`config.mk`:
```
export PLATFORM = sky130hd
export DESIGN_NAME = muldiv_ctrl
export DESIGN_NICKNAME = d
export VERILOG_FILES = /design/src/rtl/muldiv_ctrl.sv
export SDC_FILE = /design/constraint.sdc
export NUM_CORES = 1
export LEC_CHECK = 0
export CORE_AREA = 2 2 165 167
export CTS_CLUSTER_DIAMETER = 30
export DETAILED_ROUTE_END_ITERATION = 12
export DIE_AREA = 0 0 167 169
export GPL_TIMING_DRIVEN = 0
export HOLD_SLACK_MARGIN = 0.1
export MAX_ROUTING_LAYER = met4
export PLACE_DENSITY = 0.8
export SLEW_MARGIN = 20
export SYNTH_ARGS = -nofsm -noshare
export SYNTH_HDL_FRONTEND = slang
export SYNTH_SLANG_ARGS = --single-unit
```
`constraint.sdc`:
```
create_clock -name clk -period 2.8 [get_ports clk]
set_input_delay 0.84 -clock clk [delete_from_list [all_inputs] [get_ports clk]]
set_output_delay 0.84 -clock clk [all_outputs]
set_load 0.01 [all_outputs]
```
`src/rtl/muldiv_ctrl.sv`:
```
// HI/LO controller for MULT/MULTU/DIV/DIVU/MTHI/MTLO running beside EXE.
// Sequences an external fixed-latency multiplier and an external unsigned
// divider, applies the sign fix-up to their results and owns HI/LO.
module muldiv_ctrl #(
  parameter int unsigned MUL_LAT = 2
) (
  input  logic        clk,
  input  logic        rst,
  input  logic        flush_i,
  input  logic        req_valid_i,
  input  logic [2:0]  req_op_i,
  input  logic [31:0] req_src0_i,
  input  logic [31:0] req_src1_i,
  output logic        req_ready_o,
  output logic        busy_o,
  output logic [31:0] hi_o,
  output logic [31:0] lo_o,
  output logic        mul_start_o,
  output logic [31:0] mul_a_o,
  output logic [31:0] mul_b_o,
  input  logic [63:0] mul_prod_i,
  output logic        div_start_o,
  output logic [31:0] div_dividend_o,
  output logic [31:0] div_divisor_o,
  output logic        div_abort_o,
  input  logic        div_done_i,
  input  logic [31:0] div_quot_i,
  input  logic [31:0] div_rem_i
);

  typedef enum logic [2:0] {
    IDLE, MUL_ISSUE, MUL_WAIT, DIV_ISSUE, DIV_WAIT
  } state_t;

  typedef enum logic [2:0] {
    OP_NOP, OP_MULT, OP_MULTU, OP_DIV, OP_DIVU, OP_MTHI, OP_MTLO, OP_RSVD
  } op_t;

  state_t      state, state_nxt;
  op_t         op;
  logic [31:0] hi, lo;
  logic [31:0] mag_a, mag_b;
  logic [3:0]  cnt;
  logic        neg;     // product sign for mul, quotient sign for div
  logic        rneg;    // remainder sign (div only)
  logic        accept, is_mul, is_div, is_signed, div_zero, load;
  logic        mul_done, div_fin;

  function automatic logic [31:0] magnitude(input logic [31:0] x, input logic sgn);
    return (sgn && x[31]) ? (~x + 32'd1) : x;
  endfunction

  assign op        = op_t'(req_op_i);
  assign is_mul    = (op == OP_MULT) || (op == OP_MULTU);
  assign is_div    = (op == OP_DIV)  || (op == OP_DIVU);
  assign is_signed = (op == OP_MULT) || (op == OP_DIV);
  assign div_zero  = (req_src1_i == 32'd0);
  assign accept    = req_valid_i && (state == IDLE) && !flush_i;
  assign load      = accept && (is_mul || (is_div && !div_zero));

  assign hi_o           = hi;
  assign lo_o           = lo;
  assign mul_a_o        = mag_a;
  assign mul_b_o        = mag_b;
  assign div_dividend_o = mag_a;
  assign div_divisor_o  = mag_b;

  // State register
  always_ff @(posedge clk) begin
    if (!rst) state <= IDLE;
    else      state <= state_nxt;
  end

  // Next state, completion strobes and output decodes; flush overrides all
  always_comb begin
    state_nxt   = state;
    mul_done    = 1'b0;
    div_fin     = 1'b0;
    req_ready_o = (state == IDLE);
    busy_o      = (state != IDLE);
    mul_start_o = 1'b0;
    div_start_o = 1'b0;
    div_abort_o = 1'b0;
    case (state)
      IDLE: begin
        if (load) state_nxt = is_mul ? MUL_ISSUE : DIV_ISSUE;
      end
      MUL_ISSUE: begin
        mul_start_o = !flush_i;
        state_nxt   = MUL_WAIT;
      end
      MUL_WAIT: begin
        if (cnt == 4'd1) begin
          mul_done  = 1'b1;
          state_nxt = IDLE;
        end
      end
      DIV_ISSUE: begin
        div_start_o = !flush_i;
        div_abort_o = flush_i;
        state_nxt   = DIV_WAIT;
      end
      DIV_WAIT: begin
        div_abort_o = flush_i;
        if (div_done_i) begin
          div_fin   = 1'b1;
          state_nxt = IDLE;
        end
      end
      default: state_nxt = IDLE;
    endcase
    if (flush_i) begin
      state_nxt = IDLE;
      mul_done  = 1'b0;
      div_fin   = 1'b0;
    end
  end

  // Operand latch, latency counter and HI/LO write-back
  always_ff @(posedge clk) begin
    if (!rst) begin
      hi    <= '0;
      lo    <= '0;
      mag_a <= '0;
      mag_b <= '0;
      cnt   <= '0;
      neg   <= 1'b0;
      rneg  <= 1'b0;
    end else begin
      if (accept && (op == OP_MTHI)) hi <= req_src0_i;
      if (accept && (op == OP_MTLO)) lo <= req_src0_i;
      if (load) begin
        mag_a <= magnitude(req_src0_i, is_signed);
        mag_b <= magnitude(req_src1_i, is_signed);
        neg   <= is_signed && (req_src0_i[31] ^ req_src1_i[31]);
        rneg  <= is_signed && req_src0_i[31];
      end
      if (state == MUL_ISSUE)     cnt <= 4'(MUL_LAT);
      else if (state == MUL_WAIT) cnt <= cnt - 4'd1;
      if (mul_done) {hi, lo} <= neg ? (~mul_prod_i + 64'd1) : mul_prod_i;
      if (div_fin) begin
        lo <= neg  ? (~div_quot_i + 32'd1) : div_quot_i;
        hi <= rneg ? (~div_rem_i  + 32'd1) : div_rem_i;
      end
    end
  end

endmodule
```
==> results of run 1 <==
==> how the worst max path moves through the flow <==
stage              startpoint           endpoint  slack, ns
2_1_floorplan   div_quot_i[1]           lo_o[28]      -0.07
3_3_place_gp   mul_prod_i[36]           hi_o[22]      -1.40
3_5_place_dp          flush_i           hi_o[23]      -1.33
4_1_cts         req_src1_i[6]  div_divisor_o[31]      0.002
5_1_grt        mul_prod_i[18]           lo_o[21]      -0.04
6_report       mul_prod_i[18]           lo_o[21]      -0.02
==> final cells by class <==
class	count	area [µm²]
Sequential cell	137	2740
Timing Repair Buffer	449	4370
Clock buffer	18	439
Multi-Input combinational cell	1124	8200
Tap cell	341	427
Antenna cell	2	5.00
Buffer	160	1010
Clock inverter	14	125
Fill cell	2280	9080
Inverter	27	104
==> power groups by stage <==
stage	logic (mW)	clock network (mW)	registers, mW
2_1_floorplan	0.551	0	2.15
3_3_place_gp	1.49	0	2.15
3_5_place_dp	1.50	0	2.15
4_1_cts	1.55	2.23	2.10
5_1_grt	1.72	2.32	2.12
6_report	1.66	2.27	2.11
==> metrics by stage <==
stage               setup WS (ns)  hold slack (ns)  power, mW  TNS [ns]  util (%)
floorplan                 -0.0687            0.463       2.70    -0.138         -
global placement            -1.40            0.443       3.64   -135.02      58.0
detailed placement          -1.33            0.452       3.65   -138.52      58.0
CTS                       0.00221            0.462       5.89         0      63.7
global route              -0.0388            0.488       6.15    -0.143      65.7
finish                    -0.0155            0.464       6.04   -0.0250      65.7
==> logic make-up (layout without fill, tap and decap cells) <==
group,count (synthesis),after routing
and+or+nand+nor,496,496
muxes,22,22
DFF,137,137
buffers and inverters,193,668
AOI/OAI and AO/OA,458,458
adders and majority gates,7,7
xor gates and xnor gates,141,141
other,0,2
==> synthesized netlist by cell type, types with 38 or more instances <==
library cell	n	area share, %
a21oi_1	89	4.1
o31ai_1	44	3.0
o21ai_0	105	4.8
xnor2_1	86	6.9
nand2_1	94	3.2
xor2_1	55	4.4
clkbuf_1	79	2.7
dfxtp_1	137	25
buf_4	64	4.4
a211oi_1	42	2.9
nor2_1	151	5.2
nor3_1	41	1.9
nand3_1	38	1.7
==> layer usage <==
metal | up-vias | global-route usage [%]
met3 | 295 | 9.59
met2 | 1271 | 66.3
met5 | - | -
li1 | 6336 | -
met1 | 7150 | 53.9
met4 | 0 | 28.1
==> flip-flops by register name, summed over array words and instances, names as in the netlist <==
name	cells
rneg	1
div_divisor_o	32
lo_o	32
div_dividend_o	32
cnt	4
state	3
hi_o	32
neg	1
==> timing repair <==
action,in CTS,in global routing
pin swaps,40,37
resized for setup,217,176
setup endpoints to repair,135,112
gates cloned,2,0
buffers inserted,39,15
==> worst max-delay path: stages <==
cell and delay, ns:
clkdlybuf4s50_1 0.50, or3_1 0.42, or2_2 0.30, o41ai_2 0.35
xnor2_1 0.21, o22ai_1 0.20, a2111oi_2 0.31
==> results.md, run 1 <==
- All-Layer GR Usage: 44.2%
- R2r worst-path depth: 6
- CTS buffer count: 17
- Clock power share: 37.5%
- LEAKAGE: 6.28 nW
- Internal Power: 3.99 mW
- GPL Wtd Cong: 1.05
- Mux contribution to synthesized area: 2.06%
- Sequential area share after synthesis: 24.9%
- Setup slack on the worst flop-to-flop path: -0.01 ns
- Pwr dens: 346 nW/µm²
- Total Nets Final: 2123
- Net Switching: 2.04 mW
- RSZ-0062 raised after global routing: true
- Met2 WL post-DR: 28.1 mm
- Setup-failing EPs final: 2
- FP Rows: 60
- XOR/XNOR Fraction of Synth Area: 11.2%
- Non-Filler Instances: 2272
- Area Growth Syn to Fin: 58.4%
- DR top layer: met4
- CTS tree: done
- Wl on met1: 24.0 mm
- Placement Cell Area: 15400 µm²
- Sw Ratio: 33.8%
- Min-delay src: lo_o[2]
- Worst VDD drop: 329 µV
- Asr flop ratio synth: 0%
- Hold path depth: 2
- Layout cells sized above 1: 20.1%
- CP arrival: 3.14 ns
- Clock skew: 0.0187 ns
- Relative slew slack: 32.9%
- DRC violations left: 0
- Routed len/inst: 28.3 µm
- IO Count: 397
- Htree depth: 4
- Hold crit path type: reg2reg
- Avg Cell Area, Syn: 7.56 µm²
- Crit path launch type: input pin
- Crit path time final: 2.82 ns
- Mapped Area: 11000 µm²
- Worst-Skew Late Latency: 0.45 ns
- Antenna Nets Post-Route: 0
- Setup CP Type: in2reg
- Yosys warnings: 0
- Worst Setup End Kind: flop
- Most common cell after layout, fill and taps aside: clkdlybuf4s50_1
- Main flop type after synthesis: dfxtp_1
- Failing checks: negative setup slack
- First-pass GRT wire length: 90.6 mm
- Syn_nets: 1661
- First drt pass iteration count: 6
- Adder-cell share of the synthesized area: 0.797%
- Routed wire length on met3: 7.64 mm
- Clock-pin slew on the worst setup and hold paths: 0.08 ns
- IO Port Bufs: 393
- Routed Wire Length: 64.4 mm
- Cts hold-fix bufs: 0
- Number of global-route vias before repair: 14000
- Placed cells: 2188
- Initial Util: 41.5%
- Total gr overflow: 0
- Cells after Synth: 1454
- Mean number of vias per cell: 6.63
- Via count: 15100
- EDFF count, synth: 0
- Number of synthesized register bits: 137
- FF-to-FF Start: neg
- Gate power share: 27.5%
- Clk buf depth: 2
- Die area: 28200 µm²
- Final critical-path setup slack: -0.0155 ns
- Final hold violations: 0
- Yosys cell types: 82
- Die H: 169 µm
- F_max: 355 MHz
- Clock root cell: clkbuf_16
- Initial antenna violation count: 2
- DRT iter0 DRCs: 1989
- Final HPWL from detailed placement: 48.8 mm
- Pins Over Slew Limit: 0
- Worst hold endpoint: lo_o[2]
- Status: finished, violations left
- Area fraction in compound gates after synthesis: 28.4%
- Data required, critical path: 3.12 ns
- Worst Max-Slew Pin Slew: 1.01 ns
- Largest net degree at the start of global routing: 17
- Number of max-cap violations: 0
- Cell area after layout: 17400 µm²
- Most frequent cells in the layout: 311 x clkdlybuf4s50_1, 136 x dfxtp_1, 132 x nor2_1
- Simple-gate share of the synthesized area: 23.6%
- CORE AREA: 26500 µm²
- # clock sinks: 137
- Die Width: 167 µm
- Period utilization: 101%
- R2R Path End: lo_o[24]
- Main combinational cell family by area after synthesis: compound AO/OA/AOI/OAI gates
- Worst Path Max Fanout: 3
- Power share of the sequential group: 35.0%
No activity file was read; power rests on OpenSTA's default activity.
==> run 2, diff against run 1 <==
CAP_MARGIN = 20   (was unset)
==> results of run 2 <==
Final layout, timing and power as in run 1 (identical DEF).
